$ cat config.mk
export PLATFORM = sky130hd
export DESIGN_NAME = odd_down_counter
export DESIGN_NICKNAME = d
export VERILOG_FILES = /design/src/rtl/odd_down_counter.sv
export SDC_FILE = /design/constraint.sdc
export NUM_CORES = 1
export LEC_CHECK = 0
export ABC_AREA = 1
export BUFFER_PORTS_ARGS = -buffer_cell sky130_fd_sc_hd__buf_4
export CAP_MARGIN = 20
export CORE_MARGIN = 1.5
export CORE_UTILIZATION = 55
export CTS_BUF_LIST = sky130_fd_sc_hd__clkbuf_2
export CTS_CLUSTER_DIAMETER = 200
export CTS_CLUSTER_SIZE = 16
export DETAILED_ROUTE_END_ITERATION = 10
export PLACE_DENSITY = 0.83
export SLEW_MARGIN = 20
export SYNTH_ARGS = -nofsm -noshare
export SYNTH_HDL_FRONTEND = slang
export SYNTH_SLANG_ARGS = --single-unit
$ cat constraint.sdc
create_clock -name clk -period 3.9 [get_ports clk]
set_input_delay 0.78 -clock clk [delete_from_list [all_inputs] [get_ports clk]]
set_output_delay 0.78 -clock clk [all_outputs]
set_load 0.02 [all_outputs]
$ cat src/rtl/odd_down_counter.sv
// Loadable odd-only down-counter (N, N-2, ..., 1) with start/stop, auto-reload and terminal pulse.
// Latency: all outputs registered, one edge per step; no backpressure, strobes take effect on the next edge.
module odd_down_counter #(
  parameter int WIDTH = 8
) (
  input  logic             clk,
  input  logic             rst_n,
  input  logic             load,
  input  logic [WIDTH-1:0] load_val,
  input  logic             start,
  input  logic             stop,
  input  logic             auto_reload,
  output logic [WIDTH-1:0] count,
  output logic             busy,
  output logic             tc,
  output logic             done
);

  typedef enum logic [1:0] {
    IDLE = 2'b00,
    RUN  = 2'b01,
    DONE = 2'b10
  } state_t;

  localparam logic [WIDTH-1:0] ALL_ONES = '1;
  localparam logic [WIDTH-1:0] ONE      = WIDTH'(1);
  localparam logic [WIDTH-1:0] TWO      = WIDTH'(2);

  state_t           state_q, state_d;
  logic [WIDTH-1:0] count_q, count_d;
  logic [WIDTH-1:0] reload_q, reload_d;
  logic             tc_q, tc_d;
  logic             start_go;
  logic [WIDTH-1:0] load_odd;

  // stop dominates start; forcing the LSB keeps every captured value odd
  assign start_go = start & ~stop;
  assign load_odd = load_val | ONE;

  always_comb begin
    state_d  = state_q;
    count_d  = count_q;
    reload_d = reload_q;
    tc_d     = 1'b0;

    if (load) begin
      count_d  = load_odd;
      reload_d = load_odd;
      state_d  = IDLE;
    end else begin
      case (state_q)
        IDLE: begin
          if (start_go) begin
            state_d = RUN;
          end
        end
        RUN: begin
          if (stop) begin
            state_d = IDLE;
          end else if (count_q == ONE) begin
            // terminal step: 1 is never decremented, so count cannot wrap
            tc_d = 1'b1;
            if (auto_reload) begin
              count_d = reload_q;
            end else begin
              state_d = DONE;
            end
          end else begin
            count_d = count_q - TWO;
          end
        end
        DONE: begin
          if (start_go) begin
            count_d = reload_q;
            state_d = RUN;
          end
        end
        default: begin
          state_d = IDLE;
        end
      endcase
    end
  end

  always_ff @(posedge clk or negedge rst_n) begin
    if (!rst_n) begin
      state_q  <= IDLE;
      count_q  <= ALL_ONES;
      reload_q <= ALL_ONES;
      tc_q     <= 1'b0;
    end else begin
      state_q  <= state_d;
      count_q  <= count_d;
      reload_q <= reload_d;
      tc_q     <= tc_d;
    end
  end

  assign count = count_q;
  assign busy  = (state_q == RUN);
  assign done  = (state_q == DONE);
  assign tc    = tc_q;

endmodule

Yosys cells after proc, flatten, opt, wreduce, memory -nomap -nowiden
Index checks and enable logic that the tools add are counted.

operators by class
  $mul = 0
  muxes and demuxes = 16
  shift-type cells = 0
  bitwise logic cells = 2
  $lt $le $gt $ge = 0
  equal/unequal tests = 9
  divide/modulo/power cells = 0
  add/subtract/negate cells = 1
  reduce and logical (&&, ||, !) cells = 5

operators with widths
  kind                                                   count
  two-way mux 8 bit                                      5
  one-hot mux 8 bit (2 select lines)                     1
  two-way mux 2 bit                                      5
  equality test 8 x 1 -> 1 bit, second input constant    1
  inequality test 4 bit, second input constant           2
  subtractor 8 x 2 -> 8 bit, second input constant       1
  two-way mux 1 bit                                      4
  inequality test 4 x 3 -> 1 bit, second input constant  1
  one-hot mux 2 bit (2 select lines)                     1
  AND reduction 4 bit                                    1
  inequality test 3 x 1 -> 1 bit, second input constant  1
  inequality test 3 x 2 -> 1 bit, second input constant  1
  inequality test 3 bit, second input constant           1
  AND reduction 3 bit                                    1
  nonzero test 3 bit                                     1
  equality test 2 x 1 -> 1 bit, second input constant    1
  equality test 2 bit, second input constant             1
  logical NOT 2 bit                                      1
  OR reduction 2 bit                                     1
  AND 1 bit                                              1
  NOT 1 bit                                              1

storage, ports and cells
  word-level logic and storage cells = 37
  bits in registers = 18
  bits in read-only memories = 0
  output and inout bits = 11
  bits of input ports = 14
  bits in latches = 0
  memories = 0
  RAM bits = 0

Logic depth before layout (Yosys ltp)
Gate-level depths: netlist of run 1.

  depth in word-level cells = 5
  gate-level depth with buffers = 12

Worst setup path after synthesis of run 1
Ideal clock, no wire load.

  kind = in2reg
  start = in load
  end = reg count_q[4] (netlist: count[4])
  cell stages on the path = 6
  arrival = 1.486 ns
  path buffers = 2
  setup slack = 2.353 ns
  data required time = 3.839 ns
  path through = buf_2 clkbuf_1 nand2_1 nand3_1 nand2_1 nand2_1

between the ends
  longest elaborated chain between the ends = 2

ends and longest elaborated chain
  element                                                  line  RTL
  start, declared                                          8     input logic load,
  inequality test 4 bit (no line) (tied with other cells)  -
  AND reduction 4 bit (no line)                            -
  end signal, assigned                                     93    count_q <= count_d;
  end, declared                                            30    logic [WIDTH-1:0] count_q, count_d;

Parallel ways exist; a longest one is shown, timed or not.
A chain may end at the register's enable or synchronous reset.

Worst setup path after layout of run 1
  start = reg state_q[0]
  end = out done

between the ends
  longest elaborated chain between the ends = 1

ends and longest elaborated chain
  element                 line  RTL
  start, declared         29    state_t state_q, state_d;
  start signal, assigned  92    state_q <= state_d;
  equality test 2 bit     101   assign done = (state_q == DONE);
  end, declared           16    output logic done

No other way between the ends.

==> results of run 1 <==
## state kept, by name, summed over array words and instances, names as in the netlist
signal    flops
state_q       2
count         8
tc            1
reload_q      7
## synth_stat cells
| cell type | n | area share |
|---|---|---|
| nand2_1 | 67 | 0.22 |
| inv_1 | 18 | 0.060 |
| nand3_1 | 16 | 0.072 |
| nor2_1 | 16 | 0.054 |
| dfstp_2 | 15 | 0.35 |
| dfrtp_1 | 3 | 0.067 |
| o21ai_0 | 3 | 0.013 |
| nand2_2 | 2 | 0.011 |
| nand2_4 | 2 | 0.020 |
| nand4_1 | 2 | 0.011 |
| nor2_4 | 2 | 0.020 |
| o21ai_1 | 2 | 0.0089 |
| a31oi_4 | 1 | 0.019 |
| buf_2 | 1 | 0.0045 |
| clkbuf_1 | 1 | 0.0034 |
| clkinv_2 | 1 | 0.0045 |
| ha_1 | 1 | 0.011 |
| inv_2 | 1 | 0.0034 |
| nor2_2 | 1 | 0.0056 |
| nor3_1 | 1 | 0.0045 |
| o21ai_4 | 1 | 0.015 |
| o31ai_1 | 1 | 0.0067 |
| xor2_1 | 1 | 0.0078 |
## worst paths after layout
kind,startpoint,end,cells past startpoint
setup / recovery,state_q[0],done,2
hold / removal,rst_n,state_q[1],1
setup reg to reg,count[1],count[3],10
hold reg to reg,reload_q[5],reload_q[5],2
max in group asynchronous,rst_n,count[0],1
min in group clk,reload_q[5],reload_q[5],2
## report_power, final
group | internal (mW) | switching [mW]
Clock | 0.0272 | 0.0548
Sequential | 0.230 | 0.0288
Combinational | 0.0916 | 0.148
Total | 0.349 | 0.232
## metal layers
metal  share of wire  track usage  routed length, um  vias up
li1                -            -                  -      540
met1            0.42        0.288                980      471
met2            0.52        0.445               1200       32
met3           0.047       0.0222                109        4
met4           0.011       0.0811                 25        0
met5               0            0                  0        -
## cell type report
class | count | area (um2)
Clock buffer | 4 | 20.0
Fill cell | 176 | 606
Inverter | 20 | 76.3
Multi-Input combinational cell | 119 | 564
Sequential cell | 18 | 469
Tap cell | 27 | 33.8
Timing Repair Buffer | 23 | 173
## cells by family after synthesis
group                    Yosys count  share of synthesized area
AND/OR/NAND/NOR                  109                      0.423
adder cells (fa/ha/maj)            1                     0.0112
buffers and inverters             22                     0.0760
AO/OA/AOI/OAI                      8                     0.0626
XOR/XNOR                           1                    0.00783
flip-flops                        18                      0.419
## worst max-delay path: stages (launching register included)
cell	delay, ns
dfrtp_1	0.45
nor2_2	0.27
buf_4	0.20
## metrics by stage
step                      cell area, um2  std cells
after CTS                           1340        211
after global placement              1320        207
final                               1340        211
after global routing                1340        211
after detailed placement            1320        207
after floorplan                     1120        159
==> results by group, run 1 <==
Timing
  – Max-slew violations: 0
  – # setup viols final: 0
  – Min Tclk post-route: 2.00 ns
  – Final setup margin: 1.90 ns
  – Hold Slack: 0.307 ns
  – FMAX: 500 MHz
  – Worst Tran Pin Value: 0.316 ns
  – Slew HR: 0.789
  – Setup repair after global routing missed its margin: false
  – Total negative setup slack: 0 ns
  – Fin crit share: 0.513
  – Final Hold Viols: 0
  – Setup Skew: 0.0110 ns

CTS
  – Clock-pin slew on the worst setup and hold paths: 0.17 ns
  – CTS tree: yes
  – Hold Buf Count CTS: 0
  – Max Buffers Root-to-Sink: 2
  – Clock Latency Late Sink: 0.29 ns
  – Post-CTS Setup Inserts: 0
  – Num CTS Buffers: 3
  – # clock sinks: 18
  – H-tree levels: 1
  – Root Buffer: clkbuf_2
  – # resized after CTS: 0

Placement
  – Setup WS pre-CTS: 2.23 ns
  – Dpl hpwl: 1850 um
  – RePlAce Congestion: 0.796
  – Port Buffer Count: 23

Setup path
  – Worst Path Arrival: 1.22 ns
  – Crit path capture type: primary output
  – Critical Path RT: 3.12 ns
  – Reg2reg setup slack: 2.36 ns
  – Nature of the critical path startpoint: flip-flop
  – CP Max Fanout: 5
  – CP Class: reg -> out

Finish
  – Share of cells above drive strength 1: 0.288
  – Nets: 200
  – Most frequent cells in the layout: 67 x nand2_1, 23 x buf_4, 18 x inv_1
  – # diodes: 0
  – Area delta synth->final: 19.5%
  – Core Util, Final: 0.688
  – Most common cell after layout, fill and taps aside: nand2_1

Pwr
  – Leakage power: 0.736 nW
  – Cell area power density: 435 nW/um2
  – Peak VDD IR: 267 uV
  – Total power: 0.581 mW

Synthesis
  – Count of cell types in the netlist: 23
  – YS warnings: 0
  – Sequential cell area fraction in the yosys report: 0.419
  – Mapped Area: 1120 um2
  – Synthesized instance count: 159
  – Avg Inst Size Synth: 7.04 um2
  – FF+latch count, synth: 18
  – Post-Syn Nets: 174

Global route
  – First-pass GRT wire length: 3850 um
  – Vias in the first global route: 961
  – Total Routing Usage GR: 0.240
  – Largest net degree at the start of global routing: 20
  – Overflow after GRT: 0
  – Initial antenna violation count: 0

Floorplanning
  – Die area: 2310 um2
  – Starting Density: 0.576
  – Core Region: 1940 um2
  – # rows: 16
  – Die height: 48.1 um
  – Chip width: 48.1 um
  – Num ports: 25

Routing
  – Vias per cell: 4.96
  – Remaining DRCs: 0
  – Average wire per standard cell: 11.0 um
  – Via count: 1,047
  – Routed WL: 2320 um
  – DRT iter0 DRCs: 16
  – Post-route ant nets: 0
  – First-pass iteration count of the detailed router: 4

Job
  – Max-cap violation count: 0

Status
  – Status: complete, no violations

Worst hold path
  – Min-Delay Path Class: in -> async
Note: power is estimated with default switching activity, not from simulation.
==> run 2: changes to the inputs <==
--- a/config.mk
+++ b/config.mk
@@ -5,16 +5,16 @@
 export SDC_FILE = /design/constraint.sdc
 export NUM_CORES = 1
 export LEC_CHECK = 0
-export ABC_AREA = 1
+export ABC_AREA = 0
 export BUFFER_PORTS_ARGS = -buffer_cell sky130_fd_sc_hd__buf_4
 export CAP_MARGIN = 20
 export CORE_MARGIN = 1.5
-export CORE_UTILIZATION = 55
+export CORE_UTILIZATION = 50
 export CTS_BUF_LIST = sky130_fd_sc_hd__clkbuf_2
 export CTS_CLUSTER_DIAMETER = 200
 export CTS_CLUSTER_SIZE = 16
 export DETAILED_ROUTE_END_ITERATION = 10
-export PLACE_DENSITY = 0.83
+export PLACE_DENSITY = 0.8
 export SLEW_MARGIN = 20
 export SYNTH_ARGS = -nofsm -noshare
 export SYNTH_HDL_FRONTEND = slang
==> constraint.sdc (replaced) <==
create_clock -name clk -period 1.65 [get_ports clk]
set_input_delay 0.33 -clock clk [delete_from_list [all_inputs] [get_ports clk]]
set_output_delay 0.33 -clock clk [all_outputs]
set_load 0.02 [all_outputs]
==> results by group, run 2 <==
Floorplanning
  – Starting Density: 0.541 (-0.0354)
  – Core Region: 2000 um2 (+3.1%)
  – Die area: 2450 um2 (+6.0%)
  – Num ports: 25 (unchanged)
  – Chip width: 49.5 um (+3.0%)
  – Die height: 49.5 um (+3.0%)
  – # rows: 16 (unchanged)

Global route
  – Overflow after GRT: 0 (unchanged)
  – Largest net degree at the start of global routing: 24 (+20%)
  – Vias in the first global route: 1,037 (+7.9%)
  – First-pass GRT wire length: 4710 um (+22%)
  – Initial antenna violation count: 0 (unchanged)
  – Total Routing Usage GR: 0.254 (+0.0145)

Worst hold path
  – Hold path start: stop
  – Hold Path Sink: state_q[0]
  – Hold path depth: 2
  – Min-Delay Path Class: in -> reg

Finish
  – Final Cell Area: 1550 um2 (+16%)
  – Max reg flops: 8 (unchanged)
  – Most common cell after layout, fill and taps aside: buf_4
  – # diodes: 0 (unchanged)
  – Share of cells above drive strength 1: 0.560 (+0.272)
  – Area delta synth->final: 43.4%
  – Nets: 175 (-13%)
  – Core Util, Final: 0.775 (+0.0869)
  – Most frequent cells in the layout: 45 x buf_4, 15 x dfstp_2, 13 x inv_1

Timing
  – FMAX: 551 MHz
  – Fin crit share: 1.10
  – Setup repair after global routing missed its margin: true
  – Worst Tran Pin Value: 0.368 ns (+0.0516 ns)
  – Final setup margin: -0.164 ns (-2.06 ns)
  – Final Hold Viols: 0 (unchanged)
  – Total negative setup slack: -1.14 ns (-1.14 ns)
  – # setup viols final: 9 (+9)
  – Setup Skew: 0.0218 ns (+0.0108 ns)
  – Slew HR: 0.753 (-0.0363)
  – Max-slew violations: 0 (unchanged)
  – Min Tclk post-route: 1.81 ns

Routing
  – Wire length on met3: 251 um (+130%)
  – Highest metal used: met4
  – Routed WL: 2990 um (+29%)
  – Met1 WL: 1230 um (+25%)
  – DRT iter0 DRCs: 46 (+30)
  – Vias per cell: 5.90 (+19%)
  – Average wire per standard cell: 16.0 um (+46%)
  – First-pass iteration count of the detailed router: 4 (unchanged)
  – Wire length on met2: 1470 um (+22%)
  – Remaining DRCs: 0 (unchanged)
  – Post-route ant nets: 0 (unchanged)
  – Via count: 1,098 (+4.9%)

CTS
  – H-tree levels: 1 (unchanged)
  – CTS tree: yes
  – Root Buffer: clkbuf_2
  – Clock Latency Late Sink: 0.33 ns (+0.04 ns)
  – Num CTS Buffers: 3 (unchanged)
  – Clock-pin slew on the worst setup and hold paths: 0.19 ns (+0.02 ns)
  – # clock sinks: 18 (unchanged)
  – Max Buffers Root-to-Sink: 2 (unchanged)

Setup path
  – FF-to-FF End: count[6]
  – CP Max Fanout: 7 (+2)
  – Reg2reg setup slack: -0.16 ns (-2.52 ns)
  – FF-to-FF Start: count[0]
  – Critical Path RT: 1.90 ns (-1.22 ns)
  – Reg2reg path depth: 5 (-5)
  – Nature of the critical path startpoint: flip-flop
  – CP Class: reg -> reg
  – Crit path capture type: flip-flop
  – Worst Path Arrival: 2.07 ns (+0.85 ns)

Status
  – Failing checks: negative setup slack
  – Status: complete, but fails checks

Synthesis
  – Synthesized instance count: 109 (-31%)
  – Mux contribution to synthesized area: 0.0416 (+0.0416)
  – Post-Synth Adder-Cell Area: 0.0116 (+0.000375)
  – YS warnings: 0 (unchanged)
  – Mapped Area: 1080 um2 (-3.2%)
  – Post-synth EDFFs: 0 (unchanged)
  – FF+latch count, synth: 18 (unchanged)
  – Top post-synthesis cells by area: dfstp_2 36%, dfrtp_1 6.9%, inv_1 4.9%, a22oi_1 4.2%, mux2_2 4.2%
  – Post-synthesis xor/xnor area fraction: 0.00809 (+0.000263)
  – Count leader, synth: dfstp_2
  – Complex-gate fraction of the synthesized area: 0.265 (+0.202)
  – Ys async rst share: 1.00 (unchanged)
  – Sequential cell area fraction in the yosys report: 0.434 (+0.0141)
  – Post-synth top area cell: dfstp_2
  – Main combinational cell family by area after synthesis: compound AO/OA/AOI/OAI gates
  – Avg Inst Size Synth: 9.93 um2 (+41%)
  – Count of cell types in the netlist: 40 (+74%)
  – Main synth FF type: dfstp_2
  – Post-Synth Simple-Gate Area: 0.175 (-0.248)
  – Yosys top cell area share: 0.364 (+0.0118)
  – Synth top cells by count: 15 x dfstp_2, 14 x inv_1, 6 x a22oi_1, 6 x nand2_1
  – Post-Syn Nets: 124 (-29%)

Pwr
  – Total power: 1.27 mW (+120%)
  – Leakage power: 0.694 nW (-5.7%)
  – Cell area power density: 819 nW/um2 (+88%)
  – Peak VDD IR: 827 uV (+210%)

Placement
  – Setup WS pre-CTS: -0.171 ns (-2.40 ns)
  – Dpl hpwl: 2140 um (+15%)
  – Port Buffer Count: 23 (unchanged)
  – RePlAce Congestion: 0.927 (+16%)
  – Post-DP Area: 1460 um2 (+11%)

Job
  – Max-cap violation count: 0 (unchanged)
run 2: routing by layer:
| layer | track usage | vias to the layer above |
|---|---|---|
| met5 | 0 | - |
| met4 | 0.0972 | 0 |
| met3 | 0.0364 | 4 |
| met2 | 0.420 | 55 |
| met1 | 0.336 | 526 |
| li1 | - | 513 |
run 2: cell type report:
| type | instances | area, um2 |
|---|---|---|
| Multi-Input combinational cell | 74 | 594 |
| Sequential cell | 18 | 469 |
| Fill cell | 133 | 450 |
| Timing Repair Buffer | 49 | 382 |
| Inverter | 14 | 52.6 |
| Tap cell | 27 | 33.8 |
| Clock buffer | 4 | 20.0 |
run 2: how the worst max path moves through the flow:
stage                     slack [ns]  startpoint       end  depth (start not counted)
after floorplan                -0.25    count[0]  count[5]                          5
final                          -0.16    count[0]  count[6]                          5
after global routing           -0.23    count[0]  count[6]                          5
after detailed placement       -0.17    count[0]  count[1]                          5
after global placement         -0.12    count[0]  count[1]                          5
after CTS                      -0.19    count[0]  count[2]                          5
run 2: per-stage QoR:
stage / hold slack (ns) / instances
final: 0.143 / 186
after detailed placement: 0.210 / 180
after global routing: 0.150 / 186
after CTS: 0.146 / 185
after global placement: 0.207 / 180
after floorplan: 0.0344 / 109
run 2: repair_timing:
action                                 4_1_cts  5_1_grt
pin swaps                                    8        5
hold buffers                                 1        0
setup endpoints to repair                   10       11
resized for setup                            9        6
endpoints found under the hold margin        3        0
buffers inserted                             0        1
run 2: critical path, cell delays in order (launching register included):
cell and delay (ns):
dfstp_2 0.57, or4b_4 0.48, o311ai_4 0.26, buf_6 0.18, a22oi_2 0.08, o22ai_1 0.16
run 2: cell families after synthesis:
family          count (synthesis)
buf+inv                        17
simple gates                   32
compound gates                 36
fa+ha+maj                       1
mux                             4
xor+xnor                        1
flops                          18
run 2: where the power goes:
| group | total, mW | switching [mW] | leakage (nW) | internal [mW] |
|---|---|---|---|---|
| Combinational | 0.502 | 0.261 | 0.478 | 0.241 |
| Sequential | 0.556 | 0.0317 | 0.199 | 0.524 |
| Clock | 0.213 | 0.149 | 0.0166 | 0.0642 |
| Total | 1.27 | 0.442 | 0.694 | 0.829 |
